`src/rtl/abs_pkg.sv`:
```
// Shared definitions for the multi-channel ABS controller.
// Holds the per-wheel state encoding, the default parameter values and the
// helper functions used to size the timer and to build the reference speed.
package abs_pkg;

  typedef enum logic [1:0] {
    IDLE    = 2'd0,
    APPLY   = 2'd1,
    RELEASE = 2'd2,
    LOCK    = 2'd3
  } wheel_state_t;

  localparam int DEF_N_WHEELS      = 4;
  localparam int DEF_SPD_W         = 8;
  localparam int DEF_SLIP_MARGIN   = 10;
  localparam int DEF_MIN_ABS_SPEED = 15;
  localparam int DEF_RELEASE_CYC   = 4;
  localparam int DEF_APPLY_MIN_CYC = 6;

  // Unsigned maximum; applied pairwise to reduce all wheel speeds to ref_speed.
  function automatic int unsigned max_u(input int unsigned a, input int unsigned b);
    return (a > b) ? a : b;
  endfunction

  // The timer must hold the larger of the two reload values.
  function automatic int unsigned tmr_width(input int unsigned rel_cyc,
                                            input int unsigned app_cyc);
    return $clog2(max_u(rel_cyc, app_cyc) + 1);
  endfunction

endpackage

```
`src/rtl/abs_multi_channel_if.sv`:
```
// Pedal/obstacle/sensor inputs and per-wheel actuator outputs of the ABS block.
//   master : drives brake_pedal, object_detected, abs_enable, wheel_speed;
//            observes brake_cmd, abs_active, ref_speed
//   slave  : the ABS controller side (mirror of master)
interface abs_multi_channel_if
  import abs_pkg::*;
#(
  parameter int N_WHEELS = DEF_N_WHEELS,
  parameter int SPD_W    = DEF_SPD_W
);

  logic                      brake_pedal;
  logic                      object_detected;
  logic                      abs_enable;
  logic [N_WHEELS*SPD_W-1:0] wheel_speed;
  logic [N_WHEELS-1:0]       brake_cmd;
  logic                      abs_active;
  logic [SPD_W-1:0]          ref_speed;

  modport master (
    output brake_pedal, object_detected, abs_enable, wheel_speed,
    input  brake_cmd, abs_active, ref_speed
  );

  modport slave (
    input  brake_pedal, object_detected, abs_enable, wheel_speed,
    output brake_cmd, abs_active, ref_speed
  );

endinterface

```
`src/rtl/abs_wheel_channel.sv`:
```
// One wheel's brake modulation FSM with its release/dwell down-counter.
//   clk, rst         : clock, asynchronous active-high reset
//   brake_pedal      : driver brake request
//   object_detected  : forces LOCK (full brake), highest priority
//   slip             : this wheel is slipping and ABS modulation is allowed
//   brake_cmd        : 1 = actuator applied (APPLY or LOCK)
//   releasing        : 1 while the channel is in RELEASE
module abs_wheel_channel
  import abs_pkg::*;
#(
  parameter int RELEASE_CYC   = DEF_RELEASE_CYC,
  parameter int APPLY_MIN_CYC = DEF_APPLY_MIN_CYC
) (
  input  logic clk,
  input  logic rst,
  input  logic brake_pedal,
  input  logic object_detected,
  input  logic slip,
  output logic brake_cmd,
  output logic releasing
);

  localparam int TMR_W = tmr_width(RELEASE_CYC, APPLY_MIN_CYC);

  wheel_state_t     state_q, state_d;
  logic [TMR_W-1:0] tmr_q, tmr_d;

  // NOTE: state registers use non-blocking assignments so every flop samples
  // the pre-edge value of its neighbours, independent of process ordering.
  always_ff @(posedge clk or posedge rst) begin
    if (rst) begin
      state_q <= IDLE;
      tmr_q   <= '0;
    end else begin
      state_q <= state_d;
      tmr_q   <= tmr_d;
    end
  end

  // NOTE: defaults are assigned first so that every path drives state_d and
  // tmr_d; a missing assignment in a branch would otherwise infer a latch.
  always_comb begin
    state_d = state_q;
    tmr_d   = tmr_q;
    if (object_detected) begin
      state_d = LOCK;
      tmr_d   = '0;
    end else if (!brake_pedal) begin
      state_d = IDLE;
      tmr_d   = '0;
    end else begin
      unique case (state_q)
        IDLE, LOCK: begin
          // First apply after idle or lock has no dwell: slip acts at once.
          state_d = APPLY;
          tmr_d   = '0;
        end
        APPLY: begin
          if (tmr_q != '0) begin
            tmr_d = tmr_q - TMR_W'(1);
          end else if (slip) begin
            state_d = RELEASE;
            tmr_d   = TMR_W'(RELEASE_CYC - 1);
          end
        end
        RELEASE: begin
          if (tmr_q == '0) begin
            state_d = APPLY;
            tmr_d   = TMR_W'(APPLY_MIN_CYC - 1);
          end else begin
            tmr_d = tmr_q - TMR_W'(1);
          end
        end
        default: begin
          state_d = IDLE;
          tmr_d   = '0;
        end
      endcase
    end
  end

  // Moore outputs decoded from registered state only.
  assign brake_cmd = (state_q == APPLY) || (state_q == LOCK);
  assign releasing = (state_q == RELEASE);

endmodule

```
`src/rtl/abs_multi_channel.sv`:
```
// Multi-wheel anti-lock braking controller.
//   clk, rst : clock, asynchronous active-high reset
//   bus      : slave side of abs_multi_channel_if
//              (pedal/obstacle/enable/wheel speeds in; brake_cmd,
//               abs_active, ref_speed out)
// ref_speed is the combinational maximum of all wheel speeds; each wheel has
// an independent channel that pulses its brake when it lags ref_speed.
module abs_multi_channel
  import abs_pkg::*;
#(
  parameter int N_WHEELS      = DEF_N_WHEELS,
  parameter int SPD_W         = DEF_SPD_W,
  parameter int SLIP_MARGIN   = DEF_SLIP_MARGIN,
  parameter int MIN_ABS_SPEED = DEF_MIN_ABS_SPEED,
  parameter int RELEASE_CYC   = DEF_RELEASE_CYC,
  parameter int APPLY_MIN_CYC = DEF_APPLY_MIN_CYC
) (
  input logic                 clk,
  input logic                 rst,
  abs_multi_channel_if.slave  bus
);

  logic [SPD_W-1:0]    ref_speed;
  logic [N_WHEELS-1:0] slip;
  logic [N_WHEELS-1:0] brake_cmd;
  logic [N_WHEELS-1:0] releasing;

  always_comb begin
    ref_speed = '0;
    for (int i = 0; i < N_WHEELS; i++) begin
      ref_speed = SPD_W'(max_u(32'(ref_speed),
                               32'(bus.wheel_speed[i*SPD_W +: SPD_W])));
    end
  end

  // Modulation is only meaningful above a minimum vehicle speed.
  logic fast_enough;
  assign fast_enough = 32'(ref_speed) >= 32'(MIN_ABS_SPEED);

  for (genvar i = 0; i < N_WHEELS; i++) begin : g_wheel
    // ref_speed is the maximum, so this difference never underflows.
    logic [SPD_W-1:0] lag;
    assign lag     = ref_speed - bus.wheel_speed[i*SPD_W +: SPD_W];
    assign slip[i] = (32'(lag) > 32'(SLIP_MARGIN)) && fast_enough && bus.abs_enable;

    abs_wheel_channel #(
      .RELEASE_CYC   (RELEASE_CYC),
      .APPLY_MIN_CYC (APPLY_MIN_CYC)
    ) u_channel (
      .clk             (clk),
      .rst             (rst),
      .brake_pedal     (bus.brake_pedal),
      .object_detected (bus.object_detected),
      .slip            (slip[i]),
      .brake_cmd       (brake_cmd[i]),
      .releasing       (releasing[i])
    );
  end

  assign bus.brake_cmd  = brake_cmd;
  assign bus.abs_active = |releasing;
  assign bus.ref_speed  = ref_speed;

endmodule

```
`src/flat_wrapper.sv`:
```
// flat-port wrapper written by rule: the top's interface ports become plain ports
module abs_multi_channel_flat import abs_pkg::*;
#(
  parameter int N_WHEELS      = DEF_N_WHEELS,
  parameter int SPD_W         = DEF_SPD_W,
  parameter int SLIP_MARGIN   = DEF_SLIP_MARGIN,
  parameter int MIN_ABS_SPEED = DEF_MIN_ABS_SPEED,
  parameter int RELEASE_CYC   = DEF_RELEASE_CYC,
  parameter int APPLY_MIN_CYC = DEF_APPLY_MIN_CYC
)
  (clk, rst, bus_brake_pedal, bus_object_detected, bus_abs_enable, bus_wheel_speed, bus_brake_cmd, bus_abs_active, bus_ref_speed);
  abs_multi_channel_if #(.N_WHEELS(N_WHEELS), .SPD_W(SPD_W)) bus_i ();
  input logic clk;
  input logic rst;
  input wire logic [$bits(bus_i.brake_pedal)-1:0] bus_brake_pedal;
  input wire logic [$bits(bus_i.object_detected)-1:0] bus_object_detected;
  input wire logic [$bits(bus_i.abs_enable)-1:0] bus_abs_enable;
  input wire logic [$bits(bus_i.wheel_speed)-1:0] bus_wheel_speed;
  output wire logic [$bits(bus_i.brake_cmd)-1:0] bus_brake_cmd;
  output wire logic [$bits(bus_i.abs_active)-1:0] bus_abs_active;
  output wire logic [$bits(bus_i.ref_speed)-1:0] bus_ref_speed;
  assign bus_i.brake_pedal = bus_brake_pedal;
  assign bus_i.object_detected = bus_object_detected;
  assign bus_i.abs_enable = bus_abs_enable;
  assign bus_i.wheel_speed = bus_wheel_speed;
  assign bus_brake_cmd = bus_i.brake_cmd;
  assign bus_abs_active = bus_i.abs_active;
  assign bus_ref_speed = bus_i.ref_speed;
  abs_multi_channel #(.N_WHEELS(N_WHEELS), .SPD_W(SPD_W), .SLIP_MARGIN(SLIP_MARGIN), .MIN_ABS_SPEED(MIN_ABS_SPEED), .RELEASE_CYC(RELEASE_CYC), .APPLY_MIN_CYC(APPLY_MIN_CYC)) u_core (.clk(clk), .rst(rst), .bus(bus_i));
endmodule
```
`config.mk`:
```
export PLATFORM = sky130hd
export DESIGN_NAME = abs_multi_channel_flat
export DESIGN_NICKNAME = d
export VERILOG_FILES = /design/src/rtl/abs_pkg.sv /design/src/rtl/abs_multi_channel_if.sv /design/src/rtl/abs_wheel_channel.sv /design/src/rtl/abs_multi_channel.sv /design/src/flat_wrapper.sv
export SDC_FILE = /design/constraint.sdc
export NUM_CORES = 1
export LEC_CHECK = 0
export BUFFER_PORTS_ARGS = -buffer_cell sky130_fd_sc_hd__buf_2
export CORE_UTILIZATION = 45
export CTS_CLUSTER_SIZE = 16
export DETAILED_ROUTE_END_ITERATION = 16
export PLACE_DENSITY_LB_ADDON = 0.1
export SKIP_LAST_GASP = 1
export SLEW_MARGIN = 20
export SYNTH_ARGS = -nofsm -noshare
export SYNTH_HDL_FRONTEND = slang
export SYNTH_HIERARCHICAL = 1
export SYNTH_SLANG_ARGS = --single-unit
```
`constraint.sdc`:
```
create_clock -name clk -period 15.9 [get_ports clk]
set_input_delay 2.385 -clock clk [delete_from_list [all_inputs] [get_ports clk]]
set_output_delay 2.385 -clock clk [all_outputs]
set_load 0.01 [all_outputs]
```
==> impl_metrics.csv, run 1 <==
group,metric,value,unit
outcome,status,"complete, no violations",
grt,grt_overflow,0,
yosys,ys_async_sr_fraction,100,%
clocking,clock-root-buffer,"clkbuf_8",
floorplan,coreArea,7730,µm²
timing,slew_headroom,48.0,%
grt,grt_first_pass_wirelength,14200,µm
detailed_routing,routedWlPerCell,14.5,µm
cells_and_area,utilization,51.5,%
placed_design,io_buffer_count,49,
floorplan,num_rows,32,
floorplan,ios,50,
yosys,synth_ff_type,"dfrtp_1",
detailed_routing,dr.pass1.iters,4,
min_path,hold_class,"reg -> reg",
clocking,postCtsSetupRepairBufs,0,
cells_and_area,multiInputGateArea,2860,µm²
cells_and_area,drive_gt1_share,18.9,%
placed_design,gp_congestion,0.869,
timing,worstMarginPinSlew,0.780,ns
clocking,cts_tree,"yes",
floorplan,dieArea,8380,µm²
clocking,cts_buffers,3,
timing,finalCriticalPeriod,10.46,ns
cells_and_area,area_growth,10.4,%
clocking,clock_latency,0.27,ns
detailed_routing,drt_iter0_markers,106,
yosys,synth_edf_count,0,
critical_path,critPathMaxFanout,15,
placed_design,hpwl,7030,µm
yosys,synth-seq-cells,20,
critical_path,arrival,8.08,ns
detailed_routing,drcViolationCount,0,
power,p_leak,1.99,nW
cells_and_area,diodes,0,
yosys,synth_seq_area_share,13.9,%
timing,setup_viol,0,
timing,fmax,95.6,MHz
floorplan,die_x,91.5,µm
flow_run,drv_cap,0,
clocking,cts_resized,0,
power,max-vdd-ir-drop,0.0445,mV
clocking,cts_hold_buf,0,
cells_and_area,final_cells,573,
floorplan,initial_utilization,46.7,%
timing,finalHoldViolations,0,
detailed_routing,routed_wl,8330,µm
critical_path,critPathLaunchType,"input port",
grt,antenna_found_initial,0,
detailed_routing,ant_nets,0,
cells_and_area,fill_cells,746,
cells_and_area,layout_commonest_cell,"ha_1",
detailed_routing,vias,3186,
power,powerDensity,94.7,nW/µm²
yosys,yosysTopAreaCell,"ha_1",
yosys,yosys_warnings,6,
yosys,synth_area,3610,µm²
yosys,synth.top_cell.area_share,23.6,%
placed_design,dp.cells,570,
timing,fin_crit_sh,65.8,%
timing,whs,0.553,ns
floorplan,die-height,91.5,µm
critical_path,critical_path_required,13.52,ns
clocking,cts_buffer_depth,2,
critical_path,cp-end-kind,"primary output",
yosys,syn_avg_cell_area,8.50,µm²
timing,clock_skew,0.00474,ns
cells_and_area,final_net_count,582,
yosys,syn_nets,533,
yosys,ys_types,60,
yosys,synth_cells,424,
timing,maxSlewViolCount,0,
timing,grt_setup_unrepaired,"false",
yosys,synthTopCellsByArea,"ha_1 24%, dfrtp_1 14%, inv_1 5.2%",
grt,grt_max_degree,25,
detailed_routing,via_per_inst,5.56,
power,power.total,0.377,mW
clocking,cts_sinks,20,
cells_and_area,mostFrequentLayoutCells,"68 x ha_1, 50 x inv_1, 49 x buf_2",
clocking,clk_pin_slew,0.07,ns
grt,grt_usage,20.8,%
clocking,htree_levels,1,
critical_path,crit_type,"in -> out",
cells_and_area,seq_area,500,µm²
grt,grt_pass1_vias,3062,
timing,fin_setup_tns,0,ns
-- final timing paths --
path | start | to | slack (ns) | depth (start not counted)
worst max-delay path | bus_wheel_speed[9] | bus_ref_speed[0] | 5.44 | 22
worst min-delay path | u_core/g_wheel[2].u_channel/tmr_q[0] | u_core/g_wheel[2].u_channel/tmr_q[0] | 0.55 | 1
worst max register to register | u_core/g_wheel[0].u_channel/state_q[1] | u_core/g_wheel[0].u_channel/state_q[1] | 14.30 | 5
worst min register to register | u_core/g_wheel[2].u_channel/tmr_q[0] | u_core/g_wheel[2].u_channel/tmr_q[0] | 0.55 | 1
max in group asynchronous | rst | u_core/g_wheel[1].u_channel/state_q[0] | 13.67 | 2
min in group asynchronous | rst | u_core/g_wheel[3].u_channel/state_q[1] | 2.04 | 2
-- layout make-up --
class,instances,share of cell area [%]
Inverter,55,5.19
Tap cell,102,3.21
Timing Repair Buffer,49,6.16
Sequential cell,20,12.6
Multi-Input combinational cell,344,71.8
Clock buffer,3,1.04
-- metrics by stage --
stage	setup slack, ns	instance area, µm²
after CTS	5.16	3980
after detailed placement	5.20	3940
after floorplan	7.05	3610
after global routing	4.92	3980
after global placement	5.32	3940
final	5.44	3980
-- kinds of logic (layout without fill, tap and decap cells) --
group	Yosys count	count (layout)	synth area share [%]
adder cells (fa/ha/maj)	72	72	25.8
XOR/XNOR	27	27	6.56
buffers and inverters	60	107	6.94
AND/OR/NAND/NOR	111	111	17.9
AO/OA/AOI/OAI	122	122	25.2
multiplexers	12	12	3.68
flip-flops	20	20	13.9
-- cells in the mapped netlist (6+ instances only) --
library cell and n:
ha_1 68, inv_1 50, a21oi_1 30, nand2_1 22
dfrtp_1 20, xnor2_1 17, o21ai_0 16, nor3_1 15
a21o_1 14, nand3_1 11, o21ai_1 11, nor2_1 10
nor2b_1 10, xor2_1 10, mux2_2 6, or2_2 6
-- registers in the layout (all words and copies together) (netlist names) --
register and cells:
u_core/g_wheel.u_channel/state_q 8, u_core/g_wheel.u_channel/tmr_q 12
-- report_power, final --
group	switching, mW	internal [mW]
Combinational	0.158	0.125
Clock	0.0172	0.0169
Sequential	0.00499	0.0552
-- per-layer routing --
metal | part of all wire, % | GRT usage, % | wire [µm]
met5 | 0 | 0 | 0
met4 | 1.8 | 5.95 | 151
met3 | 2.6 | 1.34 | 217
met2 | 48 | 36.6 | 4000
met1 | 47 | 27.1 | 3960
-- critical path, stage by stage --
cell,delay (ns)
buf_2,0.12
inv_1,0.06
ha_1,0.29
nor2b_1,0.14
o211a_1,0.22
o211ai_2,0.51
and2_1,0.27
o21ai_1,0.10
ha_1,0.32
nand4_2,0.14
a211oi_2,0.38
or2_1,0.58
a31oi_2,0.25
ha_1,0.35
nor2b_1,0.14
o211ai_1,0.15
a21oi_1,0.10
o21ai_2,0.58
a311oi_4,0.10
a21oi_1,0.65
inv_1,0.08
buf_2,0.16
No activity file was read; power rests on OpenSTA's default activity.
==> run 2, diff against run 1 <==
clock period = 8.7 ns   (was 15.9 ns; I/O delays follow)
==> impl_metrics.csv, run 2 (synthesis results as in run 1) <==
group,metric,value,unit
outcome,status,"complete, no violations",
floorplan,initial_utilization,46.7,%
min_path,worstHoldStart,"u_core/g_wheel[1].u_channel/tmr_q[0]",
detailed_routing,vias,3229,
cells_and_area,largest_reg_flops,12,
cells_and_area,final_net_count,588,
timing,fmax,120,MHz
critical_path,reg2reg_setup_slack,7.09,ns
placed_design,hpwl,7530,µm
placed_design,place_area,3980,µm²
cells_and_area,drive_gt1_share,19.9,%
cells_and_area,fill_cells,744,
floorplan,die-height,91.5,µm
critical_path,critPathLaunchType,"input port",
critical_path,crit_top_cell,"ha_1",
grt,grt_overflow,0,
detailed_routing,routed_wl,8930,µm
cells_and_area,largestRegisters,"u_core/g_wheel.u_channel/tmr_q (12), u_core/g_wheel.u_channel/state_q (8)",
timing,setup_viol,0,
timing,fin_setup_tns,0,ns
cells_and_area,mostFrequentLayoutCells,"68 x ha_1, 50 x inv_1, 49 x buf_2",
floorplan,die_x,91.5,µm
detailed_routing,drt_iter0_markers,112,
cells_and_area,fin_area,4030,µm²
floorplan,num_rows,32,
critical_path,cp_slowest_stage_delay,0.47,ns
critical_path,crit_path_start,"bus_wheel_speed[9]",
floorplan,ios,50,
detailed_routing,ant_nets,0,
critical_path,critical_path_required,8.84,ns
cells_and_area,seq_area,500,µm²
power,powerDensity,174,nW/µm²
timing,slew_headroom,64.3,%
grt,grt_first_pass_wirelength,15000,µm
timing,finalCriticalPeriod,8.31,ns
critical_path,crit_cells,33,
grt,grt_max_degree,25,
critical_path,cp-end-kind,"flop",
critical_path,critPathMaxFanout,9,
detailed_routing,routedWlPerCell,15.4,µm
cells_and_area,layout_commonest_cell,"ha_1",
cells_and_area,area_growth,11.6,%
floorplan,dieArea,8380,µm²
detailed_routing,dr.pass1.iters,4,
timing,grt_setup_unrepaired,"false",
timing,worstMarginPinSlew,0.532,ns
placed_design,io_buffer_count,49,
timing,maxSlewViolCount,0,
timing,fin_crit_sh,95.5,%
floorplan,coreArea,7730,µm²
critical_path,timing.rr.start,"u_core/g_wheel[3].u_channel/state_q[1]",
critical_path,arrival,8.45,ns
critical_path,crit_buf_inv,5,
power,p_leak,2.02,nW
clocking,clock_latency,0.25,ns
grt,grt_usage,21.8,%
clocking,cts_sinks,20,
min_path,hold_class,"reg -> reg",
detailed_routing,drcViolationCount,0,
placed_design,gp_congestion,0.874,
power,max-vdd-ir-drop,0.0871,mV
flow_run,drv_cap,0,
detailed_routing,via_per_inst,5.58,
clocking,cts_tree,"yes",
critical_path,crit_path_end,"u_core/g_wheel[2].u_channel/state_q[1]",
clocking,cts_buffer_depth,2,
critical_path,rr_endpoint,"u_core/g_wheel[3].u_channel/state_q[1]",
clocking,clock-root-buffer,"clkbuf_8",
timing,whs,0.546,ns
grt,grt_pass1_vias,3278,
critical_path,crit_type,"in -> reg",
cells_and_area,largest_register,"u_core/g_wheel.u_channel/tmr_q",
timing,clock_skew,0.000790,ns
timing,finalHoldViolations,0,
clocking,htree_levels,1,
critical_path,cp_top_family,"compound AO/OA/AOI/OAI gates",
grt,antenna_found_initial,0,
clocking,clk_pin_slew,0.07,ns
clocking,cts_hold_buf,0,
cells_and_area,multiInputGateArea,2860,µm²
clocking,cts_buffers,3,
critical_path,cp_slowest_cell,"mux2_2",
cells_and_area,diodes,0,
critical_path,reg2regPathDepth,5,
[run 2: cell types whose count changed in the layout (fill, tap and decap cells not counted)]
cell       change
buf_4          +6
o21ai_2        -1
a2111oi_1      +1
nand2_1        -1
nand2_2        +1
o21ai_1        +1
a2111oi_0      -1
[run 2: power by group]
| group | switching (mW) | internal [mW] |
|---|---|---|
| clock | 0.0291 | 0.0308 |
| sequential | 0.00920 | 0.101 |
| combinational | 0.295 | 0.237 |
[run 2: what timing repair did]
item                                    CTS  global route
endpoints found under the setup margin    0             5
setup buffers                             0             0
gates resized for setup                   0             2
[run 2: per-layer routing]
layer | global-route usage, % | vias up | wire length [µm]
li1 | - | 1670 | -
met1 | 28.2 | 1466 | 4220
met4 | 5.95 | 0 | 176
met5 | 0 | - | 0
met3 | 0.921 | 14 | 229
met2 | 39.3 | 79 | 4310
[run 2: worst min-delay path by stage]
stage,endpoint,slack (ns),depth (start not counted)
2_1_floorplan,u_core/g_wheel[0].u_channel/tmr_q[0],0.50,1
3_3_place_gp,u_core/g_wheel[3].u_channel/tmr_q[0],0.53,1
3_5_place_dp,u_core/g_wheel[1].u_channel/tmr_q[0],0.54,1
4_1_cts,u_core/g_wheel[2].u_channel/tmr_q[0],0.55,1
5_1_grt,u_core/g_wheel[3].u_channel/tmr_q[0],0.58,1
6_report,u_core/g_wheel[1].u_channel/tmr_q[0],0.55,1
[run 2: cell type report]
type | instances | share of cell area (%)
tap | 102 | 3.17
timing repair buffer | 55 | 7.21
multi-input combinational | 344 | 71.0
inverter | 55 | 5.13
clock buffer | 3 | 1.03
sequential | 20 | 12.4
[run 2: metrics by stage]
| step | instances | power, mW | utilization (%) | worst slack [ns] |
|---|---|---|---|---|
| finish | 579 | 0.702 | 52.1 | 0.389 |
| global route | 579 | 0.770 | 52.1 | 0.0962 |
| CTS | 579 | 0.703 | 52.0 | 0.281 |
| detailed placement | 576 | 0.640 | 51.5 | 0.0632 |
| global placement | 576 | 0.630 | 51.5 | 0.151 |
| floorplan | 424 | 0.508 | - | 1.05 |
==> run 3, diff against run 2 <==
clock period = 7.7 ns   (was 8.7 ns; I/O delays follow)
==> impl_metrics.csv, run 3 (synthesis results as in run 1) <==
group,metric,value,unit
power,max-vdd-ir-drop,0.106,mV
grt,grt_overflow,0,
power,power.total,0.879,mW
clocking,cts_buffer_depth,2,
grt,grt_usage,21.5,%
timing,whs,0.548,ns
detailed_routing,drt_iter0_markers,120,
placed_design,dp.cells,588,
timing,grt_setup_unrepaired,"true",
timing,finalHoldViolations,0,
flow_run,drv_cap,0,
critical_path,cp_slowest_stage_delay,0.46,ns
critical_path,critPathLaunchType,"input port",
cells_and_area,largestRegisters,"u_core/g_wheel.u_channel/tmr_q (12), u_core/g_wheel.u_channel/state_q (8)",
detailed_routing,routedWlPerCell,15.3,µm
grt,antenna_found_initial,0,
power,p_int,0.467,mW
timing,maxSlewViolCount,0,
power,swShare,46.8,%
critical_path,cp-end-kind,"flop",
power,seqPwrFrac,14.1,%
floorplan,die_x,91.5,µm
timing,slew_headroom,70.0,%
placed_design,io_buffer_count,49,
timing,worstMarginPinSlew,0.445,ns
floorplan,initial_utilization,46.7,%
clocking,cts_sinks,20,
detailed_routing,ant_nets,0,
cells_and_area,fill_cells,715,
cells_and_area,diodes,0,
timing,clock_skew,0.00108,ns
detailed_routing,dr.pass1.iters,4,
timing,fin_crit_sh,96.8,%
floorplan,dieArea,8380,µm²
critical_path,critical_path_required,7.84,ns
detailed_routing,vias,3306,
placed_design,gp_congestion,0.881,
floorplan,die-height,91.5,µm
cells_and_area,seq_area,500,µm²
clocking,clk_pin_slew,0.07,ns
detailed_routing,via_per_inst,5.57,
clocking,htree_levels,1,
timing,finalCriticalPeriod,7.46,ns
detailed_routing,routed_wl,9060,µm
cells_and_area,fin_area,4290,µm²
critical_path,reg2reg_setup_slack,6.08,ns
grt,grt_pass1_vias,3150,
timing,setup_viol,0,
cells_and_area,multiInputGateArea,3000,µm²
critical_path,cp_slowest_cell,"or4_1",
cells_and_area,largest_register,"u_core/g_wheel.u_channel/tmr_q",
timing,fin_setup_tns,0,ns
critical_path,crit_top_cell,"ha_1",
clocking,clock_latency,0.25,ns
grt,grt_first_pass_wirelength,14700,µm
cells_and_area,area_growth,18.9,%
critical_path,critPathMaxFanout,8,
grt,grt_max_degree,25,
floorplan,coreArea,7730,µm²
cells_and_area,drive_gt1_share,26.0,%
clocking,clock-root-buffer,"clkbuf_8",
outcome,status,"complete, no violations",
clocking,cts_hold_buf,0,
floorplan,num_rows,32,
power,power_switching,0.412,mW
clocking,cts_buffers,3,
critical_path,crit_type,"in -> reg",
power,p_leak,2.11,nW
placed_design,place_ws,-0.153,ns
clocking,cts_tree,"yes",
timing,setup_ws,0.243,ns
cells_and_area,utilization,55.5,%
power,comb_power_share,78.2,%
min_path,hold_class,"reg -> reg",
timing,fmax,134,MHz
placed_design,place_area,4070,µm²
cells_and_area,final_net_count,603,
power,power.share.clock,7.7,%
floorplan,ios,50,
power,powerDensity,205,nW/µm²
placed_design,hpwl,7470,µm
critical_path,arrival,7.60,ns
cells_and_area,largest_reg_flops,12,
cells_and_area,final_cells,594,
detailed_routing,drcViolationCount,0,
cells_and_area,mostFrequentLayoutCells,"65 x ha_1, 49 x buf_2, 49 x inv_1",
cells_and_area,layout_commonest_cell,"ha_1",
==> run 3: power by group through the flow <==
stage               Sequential, mW  Clock [mW]  Combinational, mW
floorplan                    0.124           0              0.451
global placement             0.126           0              0.615
detailed placement           0.126           0              0.620
CTS                          0.124      0.0700              0.624
global route                 0.126      0.0742              0.764
finish                       0.124      0.0676              0.687
==> run 3: final cells by class <==
cell class | count | share of cell area, %
clock buffer | 3 | 0.963
inverter | 55 | 4.82
multi-input combinational | 344 | 70.1
sequential | 20 | 11.7
tap | 102 | 2.98
timing repair buffer | 70 | 9.49
==> run 3: per-layer routing <==
layer | vias to the layer above | part of all wire, % | track usage, %
met4 | 0 | 0.61 | 4.10
met5 | - | 0 | 0
met1 | 1532 | 47 | 28.3
li1 | 1699 | - | -
met2 | 71 | 49 | 38.4
met3 | 4 | 3.6 | 1.42
==> run 3: worst paths after layout <==
kind                                                              from                                     end  depth (start not counted)
worst max-delay path                                bus_wheel_speed[9]  u_core/g_wheel[1].u_channel/state_q[1]                         33
worst min-delay path              u_core/g_wheel[2].u_channel/tmr_q[0]    u_core/g_wheel[2].u_channel/tmr_q[0]                          1
worst max register to register  u_core/g_wheel[1].u_channel/state_q[1]  u_core/g_wheel[1].u_channel/state_q[1]                          5
worst min register to register    u_core/g_wheel[2].u_channel/tmr_q[0]    u_core/g_wheel[2].u_channel/tmr_q[0]                          1
max in group asynchronous                                          rst    u_core/g_wheel[0].u_channel/tmr_q[1]                          2
min in group asynchronous                                          rst    u_core/g_wheel[3].u_channel/tmr_q[1]                          2
==> run 3: critical path: cells and delay by family <==
kind	cells	cell delay (ns)
adders and majority gates	4	1.25
buffers and inverters	5	0.70
muxes	1	0.35
AOI/OAI and AO/OA	12	1.95
and+or+nand+nor	11	2.17
==> run 3: what timing repair did <==
action                     in CTS  in global routing
setup endpoints to repair       0                 20
buffers inserted                0                  3
gates resized for setup         0                 28
